$ cat src/rtl/tft_rd_if.sv
// Read port between the frame fetch engine (requester) and the SDRAM arbiter.
// Each request is a 4-word burst.
interface tft_rd_if;
    logic        oRd_Req;
    logic [23:0] oRd_Addr;
    logic        iRd_Done;
    logic [15:0] iRd_Data1;
    logic [15:0] iRd_Data2;
    logic [15:0] iRd_Data3;
    logic [15:0] iRd_Data4;

    modport master (
        output oRd_Req, oRd_Addr,
        input  iRd_Done, iRd_Data1, iRd_Data2, iRd_Data3, iRd_Data4
    );

    modport slave (
        input  oRd_Req, oRd_Addr,
        output iRd_Done, iRd_Data1, iRd_Data2, iRd_Data3, iRd_Data4
    );
endinterface

$ cat src/rtl/tft_frame_fetch.sv
// Frame-buffer fetch engine: issues 4-word bursts from a linearly advancing address
// and feeds the returned words into a show-ahead pixel FIFO for the LCD timing generator.
module tft_frame_fetch #(
    parameter logic [23:0] BASE_ADDR   = 24'h000000,
    parameter int          FRAME_WORDS = 130560,
    parameter int          FIFO_DEPTH  = 16
) (
    input  logic                          clk,
    input  logic                          rst,
    input  logic                          en,
    input  logic                          iFrame_Start,
    tft_rd_if.master                      rd,
    input  logic                          iPix_Rd,
    output logic [15:0]                   oPix_Data,
    output logic                          oPix_Valid,
    output logic [$clog2(FIFO_DEPTH):0]   oFill,
    output logic                          oUnderflow
);
    localparam int          PTR_W    = $clog2(FIFO_DEPTH);
    localparam logic [23:0] END_ADDR = BASE_ADDR + 24'(FRAME_WORDS);

    typedef enum logic [1:0] {IDLE, REQ, PUSH} state_t;

    state_t      state_q, state_d;
    logic [1:0]  idx_q, idx_d;
    logic        req_q, req_d;
    logic [23:0] rd_addr_q, rd_addr_d;
    logic [23:0] addr_q, addr_d;
    logic        discard_q, discard_d;
    logic        cap_en;
    logic [15:0] cap_q [4];

    logic [15:0]      mem_q [FIFO_DEPTH];
    logic [PTR_W-1:0] wr_ptr_q, rd_ptr_q;
    logic [PTR_W:0]   fill_q;
    logic             underflow_q;
    logic             push, pop;
    logic [PTR_W+1:0] space;
    logic [23:0]      addr_inc;

    always_comb begin
        pop       = iPix_Rd && (fill_q != '0);
        // Free space counts a pop happening this cycle.
        space     = (PTR_W+2)'(FIFO_DEPTH) - {1'b0, fill_q} + {{(PTR_W+1){1'b0}}, pop};
        addr_inc  = addr_q + 24'd4;
        state_d   = state_q;
        idx_d     = idx_q;
        req_d     = req_q;
        rd_addr_d = rd_addr_q;
        addr_d    = addr_q;
        discard_d = discard_q;
        cap_en    = 1'b0;
        push      = 1'b0;
        case (state_q)
            IDLE: begin
                if (en && !iFrame_Start && space >= (PTR_W+2)'(4)) begin
                    state_d   = REQ;
                    req_d     = 1'b1;
                    rd_addr_d = addr_q;
                end
            end
            REQ: begin
                // The arbiter cannot be aborted; a frame restart marks the burst for discard.
                if (iFrame_Start) discard_d = 1'b1;
                if (rd.iRd_Done) begin
                    req_d     = 1'b0;
                    discard_d = 1'b0;
                    if (discard_q || iFrame_Start) begin
                        state_d = IDLE;
                    end else begin
                        cap_en  = 1'b1;
                        state_d = PUSH;
                        idx_d   = 2'd0;
                        addr_d  = (addr_inc == END_ADDR) ? BASE_ADDR : addr_inc;
                    end
                end
            end
            PUSH: begin
                if (iFrame_Start) begin
                    state_d = IDLE;
                end else begin
                    push  = 1'b1;
                    idx_d = idx_q + 2'd1;
                    if (idx_q == 2'd3) state_d = IDLE;
                end
            end
            default: state_d = IDLE;
        endcase
        if (iFrame_Start) addr_d = BASE_ADDR;
    end

    always_ff @(posedge clk) begin
        if (rst) begin
            state_q   <= IDLE;
            idx_q     <= 2'd0;
            req_q     <= 1'b0;
            rd_addr_q <= BASE_ADDR;
            addr_q    <= BASE_ADDR;
            discard_q <= 1'b0;
        end else begin
            state_q   <= state_d;
            idx_q     <= idx_d;
            req_q     <= req_d;
            rd_addr_q <= rd_addr_d;
            addr_q    <= addr_d;
            discard_q <= discard_d;
        end
    end

    always_ff @(posedge clk) begin
        if (cap_en) begin
            cap_q[0] <= rd.iRd_Data1;
            cap_q[1] <= rd.iRd_Data2;
            cap_q[2] <= rd.iRd_Data3;
            cap_q[3] <= rd.iRd_Data4;
        end
        if (push) mem_q[wr_ptr_q] <= cap_q[idx_q];
    end

    // Flush takes priority over any same-cycle push or pop.
    always_ff @(posedge clk) begin
        if (rst || iFrame_Start) begin
            wr_ptr_q    <= '0;
            rd_ptr_q    <= '0;
            fill_q      <= '0;
            underflow_q <= 1'b0;
        end else begin
            if (push) wr_ptr_q <= wr_ptr_q + 1'b1;
            if (pop)  rd_ptr_q <= rd_ptr_q + 1'b1;
            if (push && !pop)      fill_q <= fill_q + 1'b1;
            else if (!push && pop) fill_q <= fill_q - 1'b1;
            if (iPix_Rd && fill_q == '0) underflow_q <= 1'b1;
        end
    end

    always_comb begin
        rd.oRd_Req  = req_q;
        rd.oRd_Addr = rd_addr_q;
        oPix_Valid  = (fill_q != '0);
        oPix_Data   = oPix_Valid ? mem_q[rd_ptr_q] : 16'h0000;
        oFill       = fill_q;
        oUnderflow  = underflow_q;
    end
endmodule

$ cat src/flat_wrapper.sv
// flat-port wrapper written by rule: the top's interface ports become plain ports
module tft_frame_fetch_flat 
#(
    parameter logic [23:0] BASE_ADDR   = 24'h000000,
    parameter int          FRAME_WORDS = 130560,
    parameter int          FIFO_DEPTH  = 16
)
  (clk, rst, en, iFrame_Start, iPix_Rd, oPix_Data, oPix_Valid, oFill, oUnderflow, rd_oRd_Req, rd_oRd_Addr, rd_iRd_Done, rd_iRd_Data1, rd_iRd_Data2, rd_iRd_Data3, rd_iRd_Data4);
  tft_rd_if rd_i ();
  input  logic clk;
  input  logic rst;
  input  logic en;
  input  logic iFrame_Start;
  input  logic iPix_Rd;
  output logic [15:0] oPix_Data;
  output logic oPix_Valid;
  output logic [$clog2(FIFO_DEPTH):0] oFill;
  output logic oUnderflow;
  output wire logic [$bits(rd_i.oRd_Req)-1:0] rd_oRd_Req;
  output wire logic [$bits(rd_i.oRd_Addr)-1:0] rd_oRd_Addr;
  input wire logic [$bits(rd_i.iRd_Done)-1:0] rd_iRd_Done;
  input wire logic [$bits(rd_i.iRd_Data1)-1:0] rd_iRd_Data1;
  input wire logic [$bits(rd_i.iRd_Data2)-1:0] rd_iRd_Data2;
  input wire logic [$bits(rd_i.iRd_Data3)-1:0] rd_iRd_Data3;
  input wire logic [$bits(rd_i.iRd_Data4)-1:0] rd_iRd_Data4;
  assign rd_oRd_Req = rd_i.oRd_Req;
  assign rd_oRd_Addr = rd_i.oRd_Addr;
  assign rd_i.iRd_Done = rd_iRd_Done;
  assign rd_i.iRd_Data1 = rd_iRd_Data1;
  assign rd_i.iRd_Data2 = rd_iRd_Data2;
  assign rd_i.iRd_Data3 = rd_iRd_Data3;
  assign rd_i.iRd_Data4 = rd_iRd_Data4;
  tft_frame_fetch #(.BASE_ADDR(BASE_ADDR), .FRAME_WORDS(FRAME_WORDS), .FIFO_DEPTH(FIFO_DEPTH)) u_core (.clk(clk), .rst(rst), .en(en), .iFrame_Start(iFrame_Start), .rd(rd_i), .iPix_Rd(iPix_Rd), .oPix_Data(oPix_Data), .oPix_Valid(oPix_Valid), .oFill(oFill), .oUnderflow(oUnderflow));
endmodule
$ cat config.mk
export PLATFORM = sky130hd
export DESIGN_NAME = tft_frame_fetch_flat
export DESIGN_NICKNAME = d
export VERILOG_FILES = /design/src/rtl/tft_rd_if.sv /design/src/rtl/tft_frame_fetch.sv /design/src/flat_wrapper.sv
export SDC_FILE = /design/constraint.sdc
export NUM_CORES = 1
export LEC_CHECK = 0
export ABC_AREA = 1
export BUFFER_PORTS_ARGS = -buffer_cell sky130_fd_sc_hd__buf_4
export CAP_MARGIN = 10
export CORE_ASPECT_RATIO = 0.6
export CORE_MARGIN = 5
export CORE_UTILIZATION = 40
export DETAILED_ROUTE_END_ITERATION = 8
export PLACE_DENSITY_LB_ADDON = 0.15
export SLEW_MARGIN = 10
export SYNTH_ARGS = -nofsm -noshare
export SYNTH_HDL_FRONTEND = slang
export SYNTH_SLANG_ARGS = --single-unit
$ cat constraint.sdc
create_clock -name clk -period 7.7 [get_ports clk]
set_clock_uncertainty 0.2 [all_clocks]
set_input_delay 1.54 -clock clk [delete_from_list [all_inputs] [get_ports clk]]
set_output_delay 1.54 -clock clk [all_outputs]
set_load 0.02 [all_outputs]
# After elaboration in Yosys (flattened, before gate mapping)
# Memories as Yosys holds them, arrays and structs flattened. A register that Yosys moved wholly into a read port is not among the register bits.
# Cells that the tools add are included.
dict set report word_totals {
  out_inout_bits 48
  word_cells 88
  input_bits 70
  ramBits 320
  regBits 68
  memories 2
}
# memory depth word_bits read_ports rd_clocked_by_memory_dff write_ports line_no
set memory_table {}
lappend memory_table {u_core.mem_q 16 16 1 1 1 tft_frame_fetch.sv:33} ;# logic [15:0] mem_q [FIFO_DEPTH];
lappend memory_table {u_core.cap_q 4 16 1 1 4 tft_frame_fetch.sv:31} ;# logic [15:0] cap_q [4];
dict set report op_classes {
  muxes 32
  reduce_logical 25
  bitwise_logic 1
  n_addsub 8
  n_lt_le_gt_ge 1
  n_eq_ne 9
}
# op count
set ops {}
lappend ops {{$add A24 B3 Y24 const B} 1}
lappend ops {{$eq A24 B17 Y1 const B} 1}
lappend ops {{$mux W24} 1}
lappend ops {{$mux W2} 10}
lappend ops {{$mux W16} 1}
lappend ops {{$mux W1} 13}
lappend ops {{$mux W5} 2}
lappend ops {{$reduce_and A3 Y1} 3}
lappend ops {{$add A4 B1 Y4 const B} 2}
lappend ops {{$mux W4} 2}
lappend ops {{$reduce_bool A2 Y1} 4}
lappend ops {{$add A6 B1 Y6} 1}
lappend ops {{$ge A6 B3 Y1 const B} 1}
lappend ops {{$logic_and A1 B1 Y1} 6}
lappend ops {{$ne A2 B2 Y1 const B} 3}
lappend ops {{$pmux W2 S3} 1}
lappend ops {{$sub A5 B5 Y6 const A} 1}
lappend ops {{$add A5 B1 Y5 const B} 1}
lappend ops {{$logic_not A5 Y1} 1}
lappend ops {{$reduce_bool A5 Y1} 1}
lappend ops {{$sub A5 B1 Y5 const B} 1}
lappend ops {{$eq A2 B2 Y1 const B} 2}
lappend ops {{$pmux W2 S2} 1}
lappend ops {{$reduce_and A2 Y1} 2}
lappend ops {{11 further kinds} 14}

# Logic depth before layout (Yosys ltp)
dict set report logic_depth {
  depth_word 7
  depth_mapped 14
  ltp_nobuf 14
}

# Least setup slack after synthesis
# Ideal clock, no wire load.
dict set report synth_path {
  path_kind {in2reg}
  start {input port iFrame_Start}
  end {memory u_core.cap_q[0][0] (enable)}
  stages 4
  setup_time_ps 453
  required_time_ps 7047
  arrival_ps 4004
  path_slack_ps 3042
  path_buffers 1
  cell_sequence {nor2_1 -> inv_1 -> nor2_2 -> clkbuf_1}
}
# element line_no
set synth_rtl {}
lappend synth_rtl {{start, declared} flat_wrapper.sv:13} ;# input logic iFrame_Start;
lappend synth_rtl {{end, declared} tft_frame_fetch.sv:31}

==> results.md <==
* Critical path class: flop to output port
* Synth Register Bits at 390
* Post-CTS setup buffers at 0
* Power Dens Cells at 238 nW/µm²
* HPWL after DPL at 25,800 µm
* Die footprint at 43,600 µm²
* Top Ports at 118
* Simple-gate share of the synthesized area at 0.112
* Area Growth Syn to Fin at 17.8%
* Starting density of the core at 0.404
* RSZ-0062 raised after global routing: false
* Post-synth top area share at 0.609
* Clock sinks at 390
* Layout fillers at 3,506
* FMAX at 0.193 GHz
* Top post-synthesis cells by count: edfxtp_1 (320), nor2_1 (252), o21ai_0 (212)
* Total via count in the routed design at 10,900
* Worst setup SP type: flop
* Cells after DPL at 1,972
* Most used DFF post-synth: edfxtp_1
* Run status: finished, final reports clean
* # rows at 56
* DR WL/cell at 21.3 µm
* Ys Warns at 0
* WP data arrival at 3430 ps
* Worst-margin pin slew at 1190 ps
* Share of layout cells above drive strength 1 at 0.166
* Sequential fraction of the synthesis area at 0.698
* Area occupied by registers at 11,000 µm²
* Clock slew at reported path FFs at 70 ps
* CTS tree: built
* Synth Area in Adders at 0.0116
* Final Hold Viols at 0
* GRT Overall Usage at 0.196
* Compound-Gate Fraction of Synth Area at 0.133
* Final weighted congestion in routability-driven placement at 0.874
* Hold_buf cts at 0
* Final wirelength at 43,400 µm
* N_diodes at 0
* Vias per inst at 5.35
* Post-Synthesis Cell Area at 15,800 µm²
* Max cap viols at 0
* Largest net degree at the start of global routing at 103
* Endpoint class of the critical path: output port
* Clk root buf: clkbuf_16
* Die extent in y at 164 µm
* Final nets at 1,574
* Endpoints failing setup at 0
* DRT antenna net count at 0
* Later-pin clock latency in the skew report at 530 ps
* Top post-synthesis cells by area: edfxtp_1 (61%), dfxtp_1 (8.9%), o21ai_0 (6.7%), nor2_1 (6.0%), o221ai_1 (2.7%)
* Worst-path fanout max at 102
* Post-route minimum period at 5170 ps
* Post-synth EDFFs at 320
* Largest family of logic cells by synthesized area: compound AO/OA/AOI/OAI gates
* Mapped Avg Cell Area at 11.5 µm²
* FFs w/ async S/R, synth at 0
* Worst hold start: u_core.rd.oRd_Addr[15]
* Most numerous cell in the Yosys netlist: edfxtp_1
* Antenna violations before repair at 0
* Final slew viol count at 0
* Total core area at 39,000 µm²
* First-pass GRT wire length at 65,100 µm
* Iteration-0 DRC Markers at 1,185
* Drt pass-1 iters at 5
* Synthesized instance count at 1,372
* H-tree depth at 2
* GRT overflow at 0
* PortBufs at 115
* Drt drc at 0
* Lkg Pwr at 6.35 nW
* Vias in the first global route at 10,300
* Cell taking the most area after synthesis: edfxtp_1
* Post-synthesis mux area share at 0
* Post-Layout Cell Count at 2,040
* Distinct cells, synth at 35
* Worst vdd ir at 131 µV
* Die X at 266 µm
* Final TNS setup at 0 ps
* Inserted Clock Buffers at 38
* Worst Hold Class: flop to flop
* Synthesized-area fraction occupied by xor and xnor cells at 0.00611
* Slew Limit Headroom at 0.205
* Multi-input logic area at 4230 µm²
* Clock buffer depth at 3
* CTS resizes at 0
* WP data required at 5960 ps
* Post-route clock period utilization at 0.672
[logic make-up after synthesis]
kind of cell	count (synthesis)
buf+inv	158
xor+xnor	11
other cells	1
fa+ha+maj	14
flops	390
compound gates	367
simple gates	431
[path summary, 6_finish.rpt]
kind | endpoint | slack [ps] | depth (start not counted)
setup / recovery | oPix_Data[10] | 2530 | 7
hold / removal | u_core.rd.oRd_Addr[15] | 250 | 2
setup reg to reg | u_core.mem_q[9][11] | 4640 | 4
hold reg to reg | u_core.rd.oRd_Addr[15] | 250 | 2
[critical path: stages, from the launching register on]
cell and delay (ps):
dfxtp_4 510, clkinv_2 350, buf_4 820, o21ai_0 170
o221ai_1 230, nand3_1 120, a21oi_1 360, buf_4 230
[routing by layer]
metal	global-route usage	part of all wire	routed length [µm]	vias up
li1	-	-	-	5151
met1	0.307	0.48	20900	5312
met2	0.286	0.43	18500	400
met3	0.0379	0.078	3380	52
met4	0.0402	0.015	670	0
met5	0	0	0	-
[stage by stage]
stage / hold slack [ps] / power (mW) / instance area (µm²) / setup slack, ps / utilization
6_report: 248 / 4.42 / 18600 / 2530 / 0.476
5_1_grt: 267 / 4.59 / 18600 / 2300 / 0.476
4_1_cts: 251 / 4.47 / 18600 / 2550 / 0.476
3_5_place_dp: 241 / 2.61 / 17300 / 3140 / 0.444
3_3_place_gp: 236 / 2.61 / 17300 / 3180 / 0.444
2_1_floorplan: 236 / 2.49 / 15800 / 3040 / -
[placed cells by master, fill, tap and decap left out, types with 2 or more instances in the layout]
| master | instances |
|---|---|
| o22ai_2 | 6 |
| inv_1 | 77 |
| nand2_1 | 108 |
| buf_4 | 151 |
| ha_1 | 13 |
| nand3_1 | 44 |
| nand3b_1 | 2 |
| nand2_2 | 2 |
| clkbuf_8 | 4 |
| xnor2_1 | 4 |
| nor2_1 | 236 |
| a211oi_1 | 8 |
| bufinv_16 | 3 |
| nor2_2 | 25 |
| o22ai_1 | 26 |
| clkinv_2 | 5 |
| xor2_1 | 7 |
| nor2_4 | 3 |
| clkbuf_1 | 9 |
| clkbuf_16 | 39 |
| nor3_1 | 2 |
| a21oi_1 | 62 |
| inv_2 | 3 |
| o21ai_0 | 212 |
| conb_1 | 2 |
| nand3_2 | 2 |
| o221ai_1 | 48 |
| dfxtp_1 | 68 |
| nand4_1 | 6 |
| clkinv_4 | 2 |
| edfxtp_1 | 320 |
| clkinv_1 | 7 |
[where the power goes]
group          internal [mW]  switching (mW)
combinational         0.0864           0.159
sequential              2.30          0.0163
clock                   1.07           0.785
[cell type report]
type | count | area share
clock buffer | 53 | 0.0576
inverter | 84 | 0.0170
multi-input combinational | 825 | 0.228
tap | 522 | 0.0352
sequential | 390 | 0.593
timing repair buffer | 151 | 0.0610
clock inverter | 15 | 0.00855
[state kept, by name (all words and copies together), names as in the netlist, 2 cells and up, named ones only]
name	count
u_core.mem_q	256
u_core.cap_q	64
u_core.addr_q	22
u_core.rd.oRd_Addr	22
u_core.oFill	5
u_core.rd_ptr_q	4
u_core.wr_ptr_q	4
u_core.idx_q	2
u_core.state_q	2
(Power assumes the default switching activity.)
